[config.mk]
export PLATFORM = sky130hd
export DESIGN_NAME = pc_ctrl
export DESIGN_NICKNAME = d
export VERILOG_FILES = /design/src/rtl/pc_ctrl.sv
export SDC_FILE = /design/constraint.sdc
export NUM_CORES = 1
export LEC_CHECK = 0
export ABC_AREA = 0
export BUFFER_PORTS_ARGS = -buffer_cell sky130_fd_sc_hd__buf_2
export CORE_ASPECT_RATIO = 1.75
export CORE_MARGIN = 2
export CORE_UTILIZATION = 25
export CTS_CLUSTER_SIZE = 25
export DETAILED_ROUTE_END_ITERATION = 7
export SYNTH_ARGS = -nofsm -noshare
export SYNTH_HDL_FRONTEND = slang
export SYNTH_SLANG_ARGS = --single-unit
[constraint.sdc]
create_clock -name clk -period 2.2 [get_ports clk]
set_input_delay 0.11 -clock clk [delete_from_list [all_inputs] [get_ports clk]]
set_output_delay 0.11 -clock clk [all_outputs]
set_load 0.02 [all_outputs]
[src/rtl/pc_ctrl.sv]
// -----------------------------------------------------------------------------
// pc_ctrl -- multi-cycle instruction sequencer for the single-issue MIPS core.
//
// Owns the PC register and the FETCH/DECODE/EXEC/MEM/WB state machine. It
// fetches through a request/acknowledge handshake, decodes the opcode held in
// IR, steers the next-PC unit (pc_sel, bltzal) and produces every datapath
// write strobe. The PC loads `npc` exactly once per retired instruction.
//
// Optional feature macro: PC_CTRL_PERF_EN
//   When defined, adds free-running `retired` and `cycles` counters.
//
// Parameters:
//   RESET_PC   PC value loaded by reset
//
// Ports:
//   clk        system clock, rising edge
//   reset      synchronous, active-high reset
//   if_req     instruction fetch request (held in FETCH until if_ack)
//   if_ack     instruction memory presents a valid `instr` this cycle
//   instr      fetched instruction word
//   stall      freeze state, PC, IR and every strobe except if_req
//   npc        next PC computed by the next-PC unit
//   pc         current PC register
//   pc_sel     next-PC select: 00 pc+4, 01 branch, 10 j/jal, 11 jr
//   bltzal     current instruction is bltzal
//   ir_we      latch `instr` into IR
//   pc_we      load `npc` into `pc` at this edge
//   reg_we     GPR write strobe (addu/subu/ori/lui/lw)
//   link_we    write pc+4 to $31 (jal, bltzal)
//   mem_we     data memory write strobe (sw)
//   illegal    sticky flag: unsupported instruction executed since reset
//   retired    (PC_CTRL_PERF_EN) count of pc_we pulses
//   cycles     (PC_CTRL_PERF_EN) count of non-reset cycles
// -----------------------------------------------------------------------------
module pc_ctrl #(
    parameter logic [31:0] RESET_PC = 32'h0000_3000
) (
    input  logic        clk,
    input  logic        reset,
    output logic        if_req,
    input  logic        if_ack,
    input  logic [31:0] instr,
    input  logic        stall,
    input  logic [31:0] npc,
    output logic [31:0] pc,
    output logic [1:0]  pc_sel,
    output logic        bltzal,
    output logic        ir_we,
    output logic        pc_we,
    output logic        reg_we,
    output logic        link_we,
    output logic        mem_we,
    output logic        illegal
`ifdef PC_CTRL_PERF_EN
    ,
    output logic [31:0] retired,
    output logic [31:0] cycles
`endif
);

    typedef enum logic [2:0] {
        S_FETCH,
        S_DECODE,
        S_EXEC,
        S_MEM,
        S_WB
    } state_t;

    localparam logic [5:0] OP_SPECIAL = 6'h00;
    localparam logic [5:0] OP_REGIMM  = 6'h01;
    localparam logic [5:0] OP_J       = 6'h02;
    localparam logic [5:0] OP_JAL     = 6'h03;
    localparam logic [5:0] OP_BEQ     = 6'h04;
    localparam logic [5:0] OP_ORI     = 6'h0d;
    localparam logic [5:0] OP_LUI     = 6'h0f;
    localparam logic [5:0] OP_LW      = 6'h23;
    localparam logic [5:0] OP_SW      = 6'h2b;

    localparam logic [5:0] FN_JR      = 6'h08;
    localparam logic [5:0] FN_ADDU    = 6'h21;
    localparam logic [5:0] FN_SUBU    = 6'h23;
    localparam logic [4:0] RT_BLTZAL  = 5'b10000;

    state_t     state;

    // Only the fields the controller decodes are kept; the rest of the word
    // goes to the datapath's own IR copy.
    logic [5:0] ir_op;
    logic [4:0] ir_rt;
    logic [5:0] ir_funct;

    logic unused_instr_bits;
    assign unused_instr_bits = ^{instr[25:21], instr[15:6]};

    // ------------------------------------------------------------------------
    // Decode of the held instruction
    // ------------------------------------------------------------------------
    logic is_addu, is_subu, is_jr, is_ori, is_lui, is_lw, is_sw;
    logic is_beq, is_j, is_jal, is_bltzal;
    logic is_alu, is_ctrl, is_legal;

    assign is_addu   = (ir_op == OP_SPECIAL) && (ir_funct == FN_ADDU);
    assign is_subu   = (ir_op == OP_SPECIAL) && (ir_funct == FN_SUBU);
    assign is_jr     = (ir_op == OP_SPECIAL) && (ir_funct == FN_JR);
    assign is_ori    = (ir_op == OP_ORI);
    assign is_lui    = (ir_op == OP_LUI);
    assign is_lw     = (ir_op == OP_LW);
    assign is_sw     = (ir_op == OP_SW);
    assign is_beq    = (ir_op == OP_BEQ);
    assign is_j      = (ir_op == OP_J);
    assign is_jal    = (ir_op == OP_JAL);
    assign is_bltzal = (ir_op == OP_REGIMM) && (ir_rt == RT_BLTZAL);

    assign is_alu    = is_addu | is_subu | is_ori | is_lui;
    assign is_ctrl   = is_beq | is_bltzal | is_j | is_jal | is_jr;
    assign is_legal  = is_alu | is_ctrl | is_lw | is_sw;

    // ------------------------------------------------------------------------
    // Strobes: combinational from state and IR. Reset and stall suppress every
    // write; if_req survives a stall so the fetch is simply retried.
    // ------------------------------------------------------------------------
    logic active;
    assign active = !reset && !stall;

    always_comb begin
        // NOTE: every output of this block gets a default first, so no path
        // leaves one unassigned and no latch is inferred.
        if_req  = 1'b0;
        ir_we   = 1'b0;
        pc_we   = 1'b0;
        reg_we  = 1'b0;
        link_we = 1'b0;
        mem_we  = 1'b0;
        pc_sel  = 2'b00;
        bltzal  = 1'b0;

        if (state != S_FETCH) begin
            bltzal = is_bltzal;
            if (is_beq || is_bltzal) pc_sel = 2'b01;
            else if (is_j || is_jal) pc_sel = 2'b10;
            else if (is_jr)          pc_sel = 2'b11;
        end

        case (state)
            S_FETCH: begin
                if_req = !reset;
                ir_we  = active && if_ack;
            end
            S_EXEC: begin
                // Control flow and unsupported opcodes retire here.
                pc_we   = active && (is_ctrl || !is_legal);
                link_we = active && (is_jal || is_bltzal);
            end
            S_MEM: begin
                pc_we  = active && is_sw;
                mem_we = active && is_sw;
            end
            S_WB: begin
                pc_we  = active;
                reg_we = active;
            end
            default: ;
        endcase
    end

    // ------------------------------------------------------------------------
    // State, PC and sticky illegal flag
    // ------------------------------------------------------------------------
    always_ff @(posedge clk) begin
        // NOTE: sequential state uses non-blocking assignments so every
        // register samples pre-edge values regardless of statement order.
        if (reset) begin
            state   <= S_FETCH;
            pc      <= RESET_PC;
            illegal <= 1'b0;
        end else begin
            if (pc_we) pc <= npc;
            if (state == S_EXEC && active && !is_legal) illegal <= 1'b1;

            if (!stall) begin
                case (state)
                    S_FETCH:  if (if_ack) state <= S_DECODE;
                    S_DECODE: state <= S_EXEC;
                    S_EXEC: begin
                        if (is_lw || is_sw) state <= S_MEM;
                        else if (is_alu)    state <= S_WB;
                        else                state <= S_FETCH;
                    end
                    S_MEM:    state <= is_lw ? S_WB : S_FETCH;
                    S_WB:     state <= S_FETCH;
                    default:  state <= S_FETCH;
                endcase
            end
        end
    end

    // NOTE: IR has no reset; it is only interpreted outside FETCH, and every
    // path out of FETCH loads it first.
    always_ff @(posedge clk) begin
        if (ir_we) begin
            ir_op    <= instr[31:26];
            ir_rt    <= instr[20:16];
            ir_funct <= instr[5:0];
        end
    end

`ifdef PC_CTRL_PERF_EN
    always_ff @(posedge clk) begin
        if (reset) begin
            retired <= '0;
            cycles  <= '0;
        end else begin
            cycles <= cycles + 32'd1;
            if (pc_we) retired <= retired + 32'd1;
        end
    end
`endif

endmodule

==> flow_summary.ini <==
[synthesis]
synth.most_common_cell = dfxtp_1
synth_edf_count = 17
synth_top_area_cell = dfxtp_1
synth_area_leaders = dfxtp_1 (32%), edfxtp_1 (22%), nand3_2 (8.8%)
ys_warn_count = 0
synth_compound_area_frac = 0.1794
ys_types = 34
synth_area_mm2 = 0.002287
synth_cells = 229
synthMuxAreaShare = 0
synth_commonest_cells = dfxtp_1 (36), a21oi_1 (35), o21ai_0 (31)
ys_seq_elements = 53
syn_nets = 297
synth_fa_ha_area_frac = 0
synth_xor_area_frac = 0
synth-simple-area-share = 0.2232
synth_top_area_share = 0.3151
syn_area_per_cell_um2 = 9.988
ys_seq_area_frac = 0.5383
async_reset_ff_frac = 0
synthFlopType = dfxtp_1
synth_top_family_by_area = simple AND/OR/NAND/NOR gates

[final_layout]
areaGrowthSynthToFinish_pct = 49.29
regArea_mm2 = 0.001231
diodes = 0
multi_input_area_um2 = 989.7
fin_cells = 471
fin_area_mm2 = 0.003415
drive_gt1_frac = 0.4473
nets = 418
fillCellCount = 945

[timing]
setup_viol = 0
rsz0062_at_grt = yes
max_freq_mhz = 459.8
worstMarginPinSlew_ns = 0.5545
fin_crit_ns = 2.175
hold_viol_final = 0
drv_slew = 0
fin_skew_ns = 0.004374
finalCritPeriodShare = 0.9885
relSlewSlack = 0.6283
finalSetupTns_ns = 0

[worst_setup_path]
timing.critical_path.from_type = flop
crit_path_max_fanout = 2
cp.arrival_ns = 2.06
required_ns = 2.09
cp-end-kind = primary output
path_class = reg -> out

[placed_design]
place_hpwl_um = 4333
dpl-instance-area_mm2 = 0.002960
placed_cells = 441
globalplace.congestion = 0.7376
io_buffer_count = 94

[clocking]
cts_buffer_depth = 2
clk_pin_slew_worst_paths_ns = 0.07
cts_sinks = 53
tritoncts = built
cts_root_buffer = clkbuf_16
htree_levels = 2
clk_latency_ns = 0.29
cts_buffers = 5

[min_path]
min_path_type = in -> reg

[global_routing]
grt_max_degree = 38
grt-ovfl-total = 0
grt_pass1_wl_um = 9791
antenna_found_initial = 0
grt_usage = 0.1274
grt_pass1_vias = 2012

[detailed_routing]
wire_per_inst_um = 14.03
viasPerCell = 4.561
drt-pass1-iter-count = 4
vias = 2148
drc = 0
first_iter_violations = 70
totalWireLength_um = 6608
postRouteAntennaNets = 0

[die]
die_area_mm2 = 0.009960
rows = 46
initial_utilization = 0.2547
die_x_um = 76.31
ios = 110
die_y_um = 130.5
core_mm2 = 0.008979

[flow_run]
maxCapViolCount = 0

[run_status]
status = completed

[power]
power_density_mw_per_mm2 = 623.4
leakage_uw = 0.001421
ir_drop_mv = 0.3062
-- cell usage in the layout, fill, tap and decap left out, types with 2 or more instances in the layout --
| cell type | instances |
|---|---|
| o21ai_0 | 31 |
| nor4b_4 | 2 |
| nand3_2 | 20 |
| inv_1 | 8 |
| a21oi_2 | 3 |
| buf_2 | 93 |
| edfxtp_1 | 17 |
| clkbuf_16 | 6 |
| dlygate4sd3_1 | 17 |
| nor2_1 | 9 |
| a21oi_1 | 34 |
| nand3_1 | 14 |
| a32o_1 | 2 |
| buf_4 | 21 |
| nand4_1 | 2 |
| nor3_1 | 5 |
| nand2_1 | 6 |
| dfxtp_1 | 36 |
| nor4b_1 | 2 |
-- cell families (layout without fill, tap and decap cells) --
| group | after synthesis | in the layout |
|---|---|---|
| AO/OA/AOI/OAI | 75 | 75 |
| buffers and inverters | 28 | 149 |
| flip-flops | 53 | 53 |
| AND/OR/NAND/NOR | 73 | 74 |
-- layout make-up --
| class | instances | share of cell area |
|---|---|---|
| flip-flops and latches | 53 | 0.3606 |
| multi-input cells | 149 | 0.2899 |
| repair buffers | 133 | 0.2455 |
| well taps | 120 | 0.04397 |
| clock buffers | 6 | 0.04067 |
| clock inverters | 2 | 0.01063 |
| inverters | 8 | 0.008794 |
-- through the flow --
stage | power (uW) | worst slack, ns | hold WS (ns) | util
3_5_place_dp | 1204 | -0.07052 | 0.2881 | 0.3297
2_1_floorplan | 1121 | 0.3033 | 0.2089 | -
3_3_place_gp | 1201 | -0.04344 | 0.2875 | 0.3297
6_report | 2129 | 0.02536 | 0.05628 | 0.3803
4_1_cts | 2161 | -0.04361 | 0.05109 | 0.3735
5_1_grt | 2232 | -0.07556 | 0.06541 | 0.3803
-- critical path: stages, from the launching register on --
cell and delay (ns):
edfxtp_1 0.38, nor4_2 0.27, nand3b_1 0.15, o31a_1 0.25, or4_4 0.44, a21oi_2 0.13
buf_4 0.15
-- power breakdown --
part	total, uW	internal, uW	switching, uW
combinational	172	91.3	80.6
clock	918	569	349
sequential	1040	1030	10.4
-- sequential cells by signal, summed over array words and instances, names as in the netlist --
register  cells
illegal       1
pc           32
ir_funct      6
ir_rt         5
state         3
ir_op         6
-- per-layer routing --
metal,global-route usage,routed length [um],up-vias
li1,-,-,1079
met1,0.1226,2555,1010
met2,0.2546,3702,54
met3,0.03022,268,5
met4,0.05668,82,0
met5,0,0,-
-- worst paths after layout --
path                 start         to  slack, ns  cells after the start
setup reg to reg  ir_op[5]     pc[18]       0.14                      7
hold reg to reg     pc[20]     pc[20]       0.46                      2
hold / removal     npc[12]     pc[12]       0.06                      3
setup / recovery  ir_rt[0]  pc_sel[0]       0.03                      6
-- timing repair --
| action | 4_1_cts | 5_1_grt |
|---|---|---|
| pin swaps | 3 | 2 |
| hold endpoints to repair | 17 | 0 |
| buffers inserted | 3 | 0 |
| hold buffers | 17 | 0 |
| cloned | 1 | 1 |
| resized for setup | 3 | 7 |
| setup endpoints to repair | 15 | 34 |
Power figures use the tool's default switching activity.
